[src/rtl/demux1hot_stream.sv]
// demux1hot_stream: registered 1-to-N one-hot stream demultiplexer.
// Define DEMUX1HOT_TRUST_SELECT_EN to trust in_sel (lowest bit wins, no error accounting).
module demux1hot_stream #(
   parameter int WIDTH     = 1,
   parameter int NUM_OUT   = 3,
   parameter int ERR_CNT_W = 8
) (
   input  logic                 clk,
   input  logic                 rst_n,
   input  logic                 in_valid,
   output logic                 in_ready,
   input  logic [WIDTH-1:0]     in_data,
   input  logic [NUM_OUT-1:0]   in_sel,
   output logic [NUM_OUT-1:0]   out_valid,
   input  logic [NUM_OUT-1:0]   out_ready,
   output logic [WIDTH-1:0]     out_data,
   output logic                 err_pulse,
   output logic [ERR_CNT_W-1:0] err_cnt
);

   logic               full;
   logic [WIDTH-1:0]   data_q;
   logic [NUM_OUT-1:0] dest_q;
   logic [NUM_OUT-1:0] route;
   logic               good;
   logic               drain;
   logic               accept;

   // Only the addressed consumer's ready matters.
   assign drain    = full && |(dest_q & out_ready);
   assign in_ready = !full || drain;
   assign accept   = in_valid && in_ready;

`ifdef DEMUX1HOT_TRUST_SELECT_EN
   // Isolate lowest set bit; an all-zero select yields no route.
   assign route     = in_sel & (~in_sel + NUM_OUT'(1));
   assign good      = |in_sel;
   assign err_pulse = 1'b0;
   assign err_cnt   = '0;
`else
   logic [NUM_OUT-1:0]   sel_m1;
   logic                 ep_q;
   logic [ERR_CNT_W-1:0] cnt_q;

   assign sel_m1 = in_sel - NUM_OUT'(1);
   assign route  = in_sel;
   assign good   = (|in_sel) && !(|(in_sel & sel_m1));

   always_ff @(posedge clk or negedge rst_n) begin
      if (!rst_n) begin
         ep_q  <= 1'b0;
         cnt_q <= '0;
      end else begin
         ep_q <= accept && !good;
         if (accept && !good && (cnt_q != '1))
            cnt_q <= cnt_q + ERR_CNT_W'(1);
      end
   end

   assign err_pulse = ep_q;
   assign err_cnt   = cnt_q;
`endif

   // Reload on a good accept wins over drain, giving 1 beat/cycle.
   always_ff @(posedge clk or negedge rst_n) begin
      if (!rst_n) begin
         full   <= 1'b0;
         data_q <= '0;
         dest_q <= '0;
      end else if (accept && good) begin
         full   <= 1'b1;
         data_q <= in_data;
         dest_q <= route;
      end else if (drain) begin
         full   <= 1'b0;
      end
   end

   assign out_valid = full ? dest_q : '0;
   assign out_data  = data_q;

endmodule

[config.mk]
export PLATFORM = sky130hd
export DESIGN_NAME = demux1hot_stream
export DESIGN_NICKNAME = d
export VERILOG_FILES = /design/src/rtl/demux1hot_stream.sv
export SDC_FILE = /design/constraint.sdc
export NUM_CORES = 1
export LEC_CHECK = 0
export BUFFER_PORTS_ARGS = -buffer_cell sky130_fd_sc_hd__buf_2
export CAP_MARGIN = 20
export CORE_MARGIN = 3
export CORE_UTILIZATION = 35
export DETAILED_ROUTE_END_ITERATION = 8
export PLACE_DENSITY = 0.61
export SETUP_SLACK_MARGIN = 0.4
export SLEW_MARGIN = 5
export SYNTH_ARGS = -nofsm -noshare
export SYNTH_HDL_FRONTEND = slang
export SYNTH_SLANG_ARGS = --single-unit
[constraint.sdc]
create_clock -name clk -period 1.66 [get_ports clk]
set_input_delay 0.415 -clock clk [delete_from_list [all_inputs] [get_ports clk]]
set_output_delay 0.415 -clock clk [all_outputs]
set_load 0.01 [all_outputs]
# --- After elaboration in Yosys (flattened, before gate mapping) ---
# Cells that the tools add are included.
# W data, S select, Z words.
classes:
  add_sub_neg: 2
  n_eq_ne: 1
  mux: 3
  bitwise_logic: 2
  reduce_logical: 14
op_table:
  columns: ["cell", "count"]
  rows:
  - ["$reduce_or A3 Y1", 3]
  - ["$add A8 B1 Y8 const B", 1]
  - ["$ne A8 B8 Y1 const B", 1]
  - ["$and A3 B3 Y3", 2]
  - ["$logic_and A1 B1 Y1", 6]
  - ["$logic_not A1 Y1", 3]
  - ["$mux W3", 1]
  - ["$sub A3 B1 Y3 const B", 1]
  - ["$mux W1", 2]
  - ["$reduce_bool A2 Y1", 1]
  - ["$logic_or A1 B1 Y1", 1]
word_totals:
  word_cells: 27
  output_inout_bits: 14
  inputBits: 10
  ff_bits: 14

# --- Depth between registers and ports, before layout ---
logic_depth:
  depth_word: 8
  ltp_mapped: 5
  mapped_depth_nobuf: 5

# --- Worst setup path before layout ---
# Ideal clock, no wire load.
synth_path:
  path_type: "register -> register"
  start: "reg cnt_q[0] (netlist: err_cnt[0])"
  end: "reg cnt_q[1] (netlist: err_cnt[1])"
  period_less_slack_ns: 1.551
  setup_ns: 0.125
  path_stages_with_launch: 6
  n_path_buf: 0
  t_required_ns: 1.535
  path_slack_ns: 0.109
  arrival_time_ns: 1.426
  cell_sequence: "dfrtp_1 ha_1 nand3_1 nor2_1 nor3_1 mux2_2"
synth_via:
  elab_chain_len: 2
  elab_cells_between_ends: 3
  cone_classes: "add/sub (1); eq/ne (1); reduce/logical (1)"
synth_lines:
  columns: ["element", "line_no", "text"]
  rows:
  - ["from (decl)", "43", "logic [ERR_CNT_W-1:0] cnt_q;"]
  - ["from (signal assigned)", "56", "cnt_q <= cnt_q + ERR_CNT_W'(1);"]
  - ["parallel branches: the longest is 2 deep, another holds $add A8 B1 Y8", null, null]
# Parallel ways; which one is timed is not known.
# A chain may end at the register's enable or synchronous reset.

# --- Worst setup path in the final report ---
layout_path:
  start: "reg dest_q[2]"
  end: "out in_ready"
layout_via:
  elab_chain_len: 4
layout_lines:
  columns: ["element", "line_no", "text"]
  rows:
  - ["from (decl)", "23", "logic [NUM_OUT-1:0] dest_q;"]
  - ["from (signal assigned)", "73", "dest_q <= route;"]
  - ["$and A3 B3 Y3", "30", "assign drain = full && |(dest_q & out_ready);"]
  - ["$reduce_or A3 Y1", "30", null]
  - ["$logic_and A1 B1 Y1", "30", null]
  - ["$logic_or A1 B1 Y1", "31", "assign in_ready = !full || drain;"]
  - ["to (decl)", "11", "output logic in_ready,"]
# No other way between the ends.

==> results.sh <==
export IMPL_core_sq_mm=0.00178
export IMPL_drtIter0Drc=3
export IMPL_final_max_slew_viol_count=0
export IMPL_max_clock_path_buffers=2
export IMPL_die_x_um=49.9
export IMPL_antennaDiodeCount=0
export IMPL_worstPathBufferInverterCount=1
export IMPL_n_fill_cell=107
export IMPL_drv_cap=0
export IMPL_nNetsFinal=123
export IMPL_die_h_um=49.9
export IMPL_clock_root_buffer="clkbuf_4"
export IMPL_fin_crit_sh_pct=94.1
export IMPL_cts_tree="done"
export IMPL_postRouteAntennaNets=0
export IMPL_met2_length_um=1130
export IMPL_crit_required_ps=1240
export IMPL_cts_buffers=3
export IMPL_dieArea_sq_mm=0.00249
export IMPL_wl_met3_um=90
export IMPL_multiInputGateArea_sq_um=542
export IMPL_hp_class="primary input to async pin"
export IMPL_antenna_found_initial=0
export IMPL_initial_core_util_pct=37.9
export IMPL_slowest_delay_ps=410
export IMPL_clock_skew_ps=6.38
export IMPL_syn_nets=69
export IMPL_drt_total_wl_um=2310
export IMPL_ff_latch_area_sq_um=357
export IMPL_syn_inst=58
export IMPL_drc=0
export IMPL_final_util_pct=77.0
export IMPL_whs_ps=12.3
export IMPL_rows=15
export IMPL_syn2layout_area_growth_pct=103
export IMPL_synth_edf_count=0
export IMPL_cts_sinks=14
export IMPL_criticalPathCategory="flop to output pin"
export IMPL_synthArstFlopShare_pct=100
export IMPL_p_leak_uw=0.000625
export IMPL_tns_ps=0
export IMPL_synth_common_cells="dfrtp_1, xor2_1, and2_1, mux2_1, nand3_1"
export IMPL_crit_chain="a22oi_2 > nand3_2 > buf_6"
export IMPL_grt_ovfl_total=0
export IMPL_grt_use_total_pct=17.5
export IMPL_drive_above_1_share_pct=73.9
export IMPL_met1_length_um=1050
export IMPL_max_freq_mhz=640
export IMPL_avgSynthCellArea_sq_um=11.6
export IMPL_synth_ff_type="dfrtp_1"
export IMPL_first_pass_iters=2
export IMPL_yosysUniqueCellTypes=20
export IMPL_grt_pass1_vias=654
export IMPL_wl_per_cell_um=17.0
export IMPL_dp_cells=107
export IMPL_synth_yosys_warnings=0
export IMPL_yosysTopAreaCell="dfrtp_1"
export IMPL_netlist_top_cells_area="dfrtp_1, xor2_1, mux2_1"
export IMPL_clock_latency_ps=290
export IMPL_worst_pin_slew_ps=331
export IMPL_start_kind="flop"
export IMPL_fin_cells=136
export IMPL_fin_crit_ps=1560
export IMPL_finalHoldViolations=0
export IMPL_worstPathMaxFanout=2
export IMPL_crit_family="flip-flops"
export IMPL_io_pins=24
export IMPL_synth_top_cell_area_share_pct=51.9
export IMPL_dp_hpwl_um=1080
export IMPL_cp_arrival_ps=1150
export IMPL_worstSetupEndpointType="output pin"
export IMPL_cp_slowest_cell="dfrtp_1"
export IMPL_relSlewSlack_pct=77.9
export IMPL_setup_viol_count_final=0
export IMPL_numPortBuffers=23
export IMPL_gp_congestion=0.709
export IMPL_synth_seq_cells=14
export IMPL_synthesis_area_sq_um=676
export IMPL_status="complete, no violations"
export IMPL_via_count=682
export IMPL_yosysMostFrequentCell="dfrtp_1"
export IMPL_grt_pass1_wl_um=3260
export IMPL_max_vdd_ir_drop_uv=968
export IMPL_rsz0062_at_grt="yes"
export IMPL_vias_per_cell=5.01
export IMPL_cts_clk_slew_worst_paths_ps=90
export IMPL_synth_yosys_seq_area_share_pct=51.9
export IMPL_p_per_area_mw_per_mm2=1420
export IMPL_grt_max_degree=15
export IMPL_top_layer_used="met4"
export IMPL_h_tree_depth=1
metrics by stage:
step / area, sq um / setup slack, ps / total power [uW]
global route: 1370 / 8.54 / 2060
detailed placement: 936 / 0.881 / 1190
finish: 1370 / 97.6 / 1950
global placement: 936 / 55.0 / 1180
floorplan: 782 / 241 / 971
CTS: 1180 / 68.2 / 1640
cells by family after synthesis:
group / Yosys count / share of synthesized area [%]
compound gates: 3 / 4.26
xor+xnor: 7 / 9.07
fa+ha+maj: 1 / 1.85
buf+inv: 1 / 0.555
flops: 14 / 51.9
mux: 6 / 10.0
simple gates: 26 / 22.4
power breakdown:
| group | internal [uW] | leakage (uW) | switching [uW] |
|---|---|---|---|
| Sequential | 483 | 0.000166 | 167 |
| Clock | 134 | 0.0000210 | 114 |
| Combinational | 624 | 0.000438 | 425 |
cell type report:
class | count | share of cell area (%)
multi-input cells | 43 | 39.5
clock buffers | 4 | 2.64
flip-flops and latches | 14 | 26.0
repair buffers | 49 | 29.4
inverters | 1 | 0.273
well taps | 25 | 2.28
sequential cells by signal (all words and copies together), names as in the netlist:
| name | flops |
|---|---|
| out_data | 1 |
| full | 1 |
| dest_q | 3 |
| err_pulse | 1 |
| err_cnt | 8 |
routing by layer:
metal,vias to the layer above,track usage (%)
li1,318,-
met4,0,4.15
met5,-,0
met3,4,6.95
met2,18,28.0
met1,342,22.1
what timing repair did:
item | CTS | global route
gates resized for setup | 19 | 15
cloned | 0 | 0
pin swaps | 9 | 10
setup endpoints to repair | 24 | 27
buffers inserted | 11 | 14
hold buffers | 0 | 0
final timing paths:
| kind | from | to | slack (ps) | depth (start not counted) |
|---|---|---|---|---|
| worst min register to register | out_data | out_data | 530 | 1 |
| min in group clk | in_data | out_data | 360 | 2 |
| max in group asynchronous | rst_n | err_cnt[1] | 1370 | 1 |
| worst max-delay path | dest_q[2] | in_ready | 100 | 3 |
| worst min-delay path | rst_n | err_pulse | 10 | 1 |
| worst max register to register | dest_q[2] | err_cnt[1] | 120 | 5 |
layout by cell type, fill, tap and decap left out, drive strengths merged:
master	netlist	layout
buf	0	49
dfrtp	14	14
mux2	6	6
xor2	6	6
nand3	5	5
and2	4	4
clkbuf	0	4
nand4	3	3
nor4	3	3
nor2	3	3
nand2	2	2
nor3	2	2
nor4b	2	2
nand2b	2	2
a22oi	1	1
xnor2	1	1
o22ai	1	1
inv	1	1
a31o	1	1
ha	1	1
(Power assumes the default switching activity.)
